$ cat config.mk
export PLATFORM = sky130hd
export DESIGN_NAME = uart_word_tx_flat
export DESIGN_NICKNAME = d
export VERILOG_FILES = /design/src/rtl/uart_pkg.sv /design/src/rtl/uart_word_tx_if.sv /design/src/rtl/uart_word_tx_word_fifo.sv /design/src/rtl/uart_word_tx.sv /design/src/flat_wrapper.sv
export SDC_FILE = /design/constraint.sdc
export NUM_CORES = 1
export LEC_CHECK = 0
export ABC_AREA = 1
export ABC_CLOCK_PERIOD_IN_PS = 9200
export CAP_MARGIN = 20
export CELL_PAD_IN_SITES_DETAIL_PLACEMENT = 0
export CELL_PAD_IN_SITES_GLOBAL_PLACEMENT = 1
export CORE_ASPECT_RATIO = 1.25
export CORE_UTILIZATION = 54
export CTS_CLUSTER_DIAMETER = 50
export CTS_CLUSTER_SIZE = 10
export DETAILED_ROUTE_END_ITERATION = 12
export PLACE_DENSITY_LB_ADDON = 0.1
export SYNTH_ARGS = -nofsm -noshare
export SYNTH_HDL_FRONTEND = slang
export SYNTH_HIERARCHICAL = 1
export SYNTH_SLANG_ARGS = --single-unit
$ cat constraint.sdc
create_clock -name CLK -period 9.2 [get_ports CLK]
set_input_delay 2.76 -clock CLK [delete_from_list [all_inputs] [get_ports CLK]]
set_output_delay 2.76 -clock CLK [all_outputs]
set_load 0.02 [all_outputs]
$ cat src/rtl/uart_pkg.sv
// Shared UART definitions for the word transmitter and the receive-side buffer.
package uart_pkg;

  typedef enum logic [1:0] {IDLE, START, DATA, STOP} tx_state_t;

  localparam int BITS_PER_BYTE  = 8;
  localparam int BYTES_PER_WORD = 4;
  localparam int WORD_WIDTH     = BITS_PER_BYTE * BYTES_PER_WORD;

endpackage

$ cat src/rtl/uart_word_tx_if.sv
// Word-side port bundle between the execute stage and the UART word transmitter.
interface uart_word_tx_if;
  import uart_pkg::*;

  logic [WORD_WIDTH-1:0] data_in;
  logic                  write_enable;
  logic                  full;
  logic                  idle;
  logic                  overflow;

  modport master (
    output data_in,
    output write_enable,
    input  full,
    input  idle,
    input  overflow
  );

  modport slave (
    input  data_in,
    input  write_enable,
    output full,
    output idle,
    output overflow
  );

endinterface

$ cat src/rtl/uart_word_tx_word_fifo.sv
// Synchronous word FIFO with registered full/empty and a combinational head word.
module word_fifo
  import uart_pkg::*;
#(
  parameter int WIDTH = WORD_WIDTH,
  parameter int AW    = 4
) (
  input  logic             CLK,
  input  logic             reset,
  input  logic             wr_en,
  input  logic [WIDTH-1:0] wr_data,
  input  logic             rd_en,
  output logic [WIDTH-1:0] rd_data,
  output logic [AW:0]      count,
  output logic             full,
  output logic             empty
);

  localparam int DEPTH = 2 ** AW;
  localparam int CW    = AW + 1;

  logic [WIDTH-1:0] mem [DEPTH];
  logic [AW-1:0]    wr_ptr;
  logic [AW-1:0]    rd_ptr;
  logic             wr_ok;
  logic             rd_ok;
  logic [AW:0]      count_next;

  // A write while full is dropped even if a pop frees a slot on the same edge.
  assign wr_ok      = wr_en && !full;
  assign rd_ok      = rd_en && !empty;
  assign count_next = count + CW'(wr_ok) - CW'(rd_ok);
  assign rd_data    = mem[rd_ptr];

  always_ff @(posedge CLK or posedge reset) begin
    if (reset) begin
      wr_ptr <= '0;
      rd_ptr <= '0;
      count  <= '0;
      full   <= 1'b0;
      empty  <= 1'b1;
    end else begin
      if (wr_ok) wr_ptr <= wr_ptr + 1'b1;
      if (rd_ok) rd_ptr <= rd_ptr + 1'b1;
      count <= count_next;
      full  <= (count_next == CW'(DEPTH));
      empty <= (count_next == '0);
    end
  end

  always_ff @(posedge CLK) begin
    if (wr_ok) mem[wr_ptr] <= wr_data;
  end

endmodule

$ cat src/rtl/uart_word_tx.sv
// UART word transmitter: buffers 32-bit words and sends each as four
// big-endian 8N1 bytes with an integrated baud counter.
module uart_word_tx
  import uart_pkg::*;
#(
  parameter int CLKS_PER_BIT = 868,
  parameter int FIFO_AW      = 4
) (
  input  logic           CLK,
  input  logic           reset,
  uart_word_tx_if.slave  bus,
  output logic           UART_TX
);

  localparam int BAUD_W = $clog2(CLKS_PER_BIT);
  localparam int BIT_W  = $clog2(BITS_PER_BYTE);
  localparam int BYTE_W = $clog2(BYTES_PER_WORD);
  localparam int CW     = FIFO_AW + 1;

  localparam logic [BAUD_W-1:0] BAUD_LAST = BAUD_W'(CLKS_PER_BIT - 1);
  localparam logic [BIT_W-1:0]  BIT_LAST  = BIT_W'(BITS_PER_BYTE - 1);
  localparam logic [BYTE_W-1:0] BYTE_LAST = BYTE_W'(BYTES_PER_WORD - 1);

  tx_state_t              state, state_next;
  logic [BAUD_W-1:0]      baud, baud_next;
  logic [BIT_W-1:0]       bit_idx, bit_next;
  logic [BYTE_W-1:0]      byte_idx, byte_next;
  logic [WORD_WIDTH-1:0]  shreg, shreg_next;
  logic [BITS_PER_BYTE-1:0] cur_byte;
  logic                   tx_next;
  logic                   baud_done;
  logic                   pop;
  logic                   wr_ok;
  logic [WORD_WIDTH-1:0]  fifo_data;
  logic [FIFO_AW:0]       fifo_count;
  logic [FIFO_AW:0]       count_next;
  logic                   fifo_full;
  logic                   fifo_empty;
  logic                   idle_q;
  logic                   overflow_q;

  word_fifo #(
    .WIDTH (WORD_WIDTH),
    .AW    (FIFO_AW)
  ) fifo (
    .CLK     (CLK),
    .reset   (reset),
    .wr_en   (bus.write_enable),
    .wr_data (bus.data_in),
    .rd_en   (pop),
    .rd_data (fifo_data),
    .count   (fifo_count),
    .full    (fifo_full),
    .empty   (fifo_empty)
  );

  assign baud_done  = (baud == BAUD_LAST);
  assign wr_ok      = bus.write_enable && !fifo_full;
  assign count_next = fifo_count + CW'(wr_ok) - CW'(pop);

  always_ff @(posedge CLK or posedge reset) begin
    if (reset) begin
      state    <= IDLE;
      baud     <= '0;
      bit_idx  <= '0;
      byte_idx <= '0;
      shreg    <= '0;
    end else begin
      state    <= state_next;
      baud     <= baud_next;
      bit_idx  <= bit_next;
      byte_idx <= byte_next;
      shreg    <= shreg_next;
    end
  end

  // The current byte always sits in the top of shreg; STOP shifts the next one up.
  always_comb begin
    state_next = state;
    baud_next  = baud;
    bit_next   = bit_idx;
    byte_next  = byte_idx;
    shreg_next = shreg;
    pop        = 1'b0;
    case (state)
      IDLE: begin
        if (!fifo_empty) begin
          pop        = 1'b1;
          shreg_next = fifo_data;
          byte_next  = '0;
          bit_next   = '0;
          baud_next  = '0;
          state_next = START;
        end
      end
      START: begin
        if (baud_done) begin
          baud_next  = '0;
          bit_next   = '0;
          state_next = DATA;
        end else begin
          baud_next = baud + 1'b1;
        end
      end
      DATA: begin
        if (baud_done) begin
          baud_next = '0;
          if (bit_idx == BIT_LAST) state_next = STOP;
          else                     bit_next   = bit_idx + 1'b1;
        end else begin
          baud_next = baud + 1'b1;
        end
      end
      STOP: begin
        if (baud_done) begin
          baud_next = '0;
          if (byte_idx != BYTE_LAST) begin
            byte_next  = byte_idx + 1'b1;
            shreg_next = shreg << BITS_PER_BYTE;
            state_next = START;
          end else begin
            state_next = IDLE;
          end
        end else begin
          baud_next = baud + 1'b1;
        end
      end
      default: state_next = IDLE;
    endcase
  end

  // Line level is computed from the upcoming state so UART_TX can be a flop.
  always_comb begin
    cur_byte = shreg_next[WORD_WIDTH-1 -: BITS_PER_BYTE];
    tx_next  = 1'b1;
    case (state_next)
      START:   tx_next = 1'b0;
      DATA:    tx_next = cur_byte[bit_next];
      default: tx_next = 1'b1;
    endcase
  end

  always_ff @(posedge CLK or posedge reset) begin
    if (reset) begin
      UART_TX    <= 1'b1;
      idle_q     <= 1'b1;
      overflow_q <= 1'b0;
    end else begin
      UART_TX <= tx_next;
      idle_q  <= (count_next == '0) && (state_next == IDLE);
      if (bus.write_enable && fifo_full) overflow_q <= 1'b1;
    end
  end

  assign bus.full     = fifo_full;
  assign bus.idle     = idle_q;
  assign bus.overflow = overflow_q;

endmodule

$ cat src/flat_wrapper.sv
// flat-port wrapper written by rule: the top's interface ports become plain ports
module uart_word_tx_flat import uart_pkg::*;
#(
  parameter int CLKS_PER_BIT = 868,
  parameter int FIFO_AW      = 4
)
  (CLK, reset, UART_TX, bus_data_in, bus_write_enable, bus_full, bus_idle, bus_overflow);
  uart_word_tx_if bus_i ();
  input  logic CLK;
  input  logic reset;
  output logic UART_TX;
  input wire logic [$bits(bus_i.data_in)-1:0] bus_data_in;
  input wire logic [$bits(bus_i.write_enable)-1:0] bus_write_enable;
  output wire logic [$bits(bus_i.full)-1:0] bus_full;
  output wire logic [$bits(bus_i.idle)-1:0] bus_idle;
  output wire logic [$bits(bus_i.overflow)-1:0] bus_overflow;
  assign bus_i.data_in = bus_data_in;
  assign bus_i.write_enable = bus_write_enable;
  assign bus_full = bus_i.full;
  assign bus_idle = bus_i.idle;
  assign bus_overflow = bus_i.overflow;
  uart_word_tx #(.CLKS_PER_BIT(CLKS_PER_BIT), .FIFO_AW(FIFO_AW)) u_core (.CLK(CLK), .reset(reset), .bus(bus_i), .UART_TX(UART_TX));
endmodule
==> impl_metrics.tcl <==
set metrics [dict create \
    cts_tree "built" \
    syn_area_um2 26200 \
    r2r_slack_ns 5.09 \
    cp.arrival_ns 5.20 \
    final_area_um2 29000 \
    wl_um 63200 \
    dieArea_um2 49400 \
    synthAdderAreaFrac 0.0125 \
    synth_flop_cell "edfxtp_1" \
    status "completed" \
    preCtsSetupSlack_ns 3.62 \
    grt_pass1_vias 16985 \
    synth_top_family_by_area "simple AND/OR/NAND/NOR gates" \
    yosysTopAreaCell "edfxtp_1" \
    slew_headroom 0.288 \
    first_iter_violations 1350 \
    cts_buffers 70 \
    start_kind "input pin" \
    h-tree-depth 3 \
    post-route-period-util 0.539 \
    yosys_warnings 6 \
    grt_overflow_total 0 \
    grt_usage 0.266 \
    crit_buf_inv 3 \
    nets 2636 \
    critPathSlowestCell "nor2_4" \
    power_mw 6.36 \
    syn_avg_cell_area_um2 10.2 \
    yosys-top-cells-count "590 x nand2_1, 519 x inv_1, 512 x edfxtp_1, 491 x nand3_1, 64 x dfrtp_1" \
    setup_ws_ns 4.24 \
    dp_hpwl_um 35300 \
    cts.sink_count 579 \
    synth-edff-count 512 \
    start_util 0.550 \
    ys_ff_latch 579 \
    synth_top_area_frac 0.587 \
    path_cells "clkdlybuf4s50_1 -> inv_1 -> nor2_2 -> nand2_1 -> nor2_4 -> buf_4" \
    endpoint_kind "flip-flop" \
    io_pins 39 \
    num_rows 89 \
    die_y_um 248 \
    postSynthNetCount 2614 \
    area.growth.synth_to_final_pct 10.9 \
    cp_top_family "simple AND/OR/NAND/NOR gates" \
    via_per_inst 5.33 \
    vias 17320 \
    clkLatencyLatePin_ns 0.62 \
    seq_power_share 0.505 \
    crit_fanout 18 \
    combPwrFrac 0.108 \
    coreArea_um2 47500 \
    slew_viol_final 0 \
    cts_setup_buffers 0 \
    fin_crit_ns 4.96 \
    grt_setup_unrepaired "no" \
    swShare 0.249 \
    synth_compound_area_frac 0.0216 \
    power_switching_mw 1.59 \
    power.share.clock 0.386 \
    finalHoldViolations 0 \
    fmax_ghz 0.202 \
    synth.area.mux_share 0 \
    min_path_type "flip-flop to flip-flop" \
    p_leak_nw 12.4 \
    crit_path_max_incr_delay_ns 0.61 \
    synth.area.top_cells "edfxtp_1 59%, nand3_1 9.4%, nand2_1 8.5%" \
    powerDensity_nw_per_um2 219 \
    clk_pin_slew_ns 0.05 \
    die_w_um 199 \
    setup_violations 0 \
    tns_ns 0 \
    antenna_found_initial 0 \
    synth_simple_gate_area_frac 0.207 \
    grt_pass1_wl_um 97500 \
    fill_cells 3925 \
    crit_type "input pin to flip-flop" \
    syn_inst 2554 \
    post_synth_num_cell_types 46 \
    tightestPinTransition_ns 1.07 \
    fin_skew_ns 0.0247 \
    cts_max_path_buffers 3 \
    grt_max_degree 108 \
    drive_gt1_frac 0.0903 \
    ir_worst_vdd_mv 0.169 \
    final_util 0.611 \
    cts_resized 0 \
    holdBufCountCts 0 \
    place_congestion 0.813 \
    synth_xor_area_frac 0.00569 \
    drc 0 \
    cts_root_buf "clkbuf_16" \
    p_int_mw 4.77 \
    routedWlPerCell_um 19.4 \
    max_cap_violations 0 \
    crit_required_ns 9.44 \
    yosysSeqAreaShare 0.652 \
    ant_nets 0 \
    io_buffers 38 \
    async_flop_share 0.116 \
    firstDrtPassIters 5 \
    place_area_um2 27000 \
    synth.most_common_cell "nand2_1" \
]
[placed cells by master, fill, tap and decap left out, types with 23 or more instances in the layout]
cell type,n
nand2_1,590
inv_1,516
edfxtp_1,512
nand3_1,491
clkbuf_16,71
dfrtp_1,60
or2_2,51
clkdlybuf4s50_1,38
buf_4,30
clkbuf_1,24
ha_1,23
[sequential cells by signal (all words and copies together) (netlist names)]
signal and count:
u_core/fifo/mem 512, u_core/shreg 32, u_core/baud 10, u_core/fifo/count 5, u_core/fifo/rd_ptr 4, u_core/fifo/wr_ptr 4, u_core/bit_idx 3, u_core/byte_idx 2
u_core/state 2, u_core/UART_TX 1, u_core/bus.idle 1, u_core/bus.overflow 1, u_core/fifo/empty 1, u_core/fifo/full 1
[metal layers]
metal,track usage,part of all wire,up-vias
li1,-,-,8313
met2,0.461,0.50,444
met4,0.0919,0.024,0
met5,0,0,-
met1,0.347,0.42,8480
met3,0.0317,0.053,83
[layout make-up]
| class | count | area (µm²) | area share |
|---|---|---|---|
| antenna | 1 | 2.50 | 0.0000862 |
| sequential | 579 | 17100 | 0.588 |
| clock inverter | 14 | 116 | 0.00401 |
| timing repair buffer | 68 | 606 | 0.0209 |
| inverter | 532 | 2000 | 0.0690 |
| clock buffer | 95 | 1870 | 0.0643 |
| multi-input combinational | 1325 | 6570 | 0.226 |
| tap | 637 | 797 | 0.0275 |
[per-stage QoR]
step | hold WS (ns) | instances
6_report | 0.460 | 3251
5_1_grt | 0.486 | 3250
4_1_cts | 0.463 | 3250
3_5_place_dp | 0.454 | 3141
3_3_place_gp | 0.460 | 3141
2_1_floorplan | 0.444 | 2554
[kinds of logic (layout without fill, tap and decap cells)]
kind of cell / Yosys count / in the layout
AND/OR/NAND/NOR: 1208 / 1208
buffers and inverters: 650 / 709
AO/OA/AOI/OAI: 75 / 75
XOR/XNOR: 17 / 17
flip-flops: 579 / 579
adder cells (fa/ha/maj): 25 / 25
other: 0 / 1
[power groups by stage]
stage / registers [mW] / clock network (mW) / logic (mW)
2_1_floorplan: 3.26 / 0 / 0.396
6_report: 3.21 / 2.46 / 0.688
3_3_place_gp: 3.26 / 0 / 0.678
5_1_grt: 3.23 / 2.59 / 0.766
4_1_cts: 3.21 / 2.50 / 0.695
3_5_place_dp: 3.26 / 0 / 0.689
[final timing paths]
check / from / cells past startpoint / end
setup / recovery: bus_write_enable / 6 / u_core/fifo/mem[4][29]
hold / removal: u_core/bus.overflow / 1 / u_core/bus.overflow
setup reg to reg: u_core/state[0] / 17 / u_core/fifo/full
hold reg to reg: u_core/bus.overflow / 1 / u_core/bus.overflow
max in group asynchronous: reset / 3 / u_core/shreg[0]
min in group asynchronous: reset / 2 / u_core/fifo/rd_ptr[2]
(Power assumes the default switching activity.)
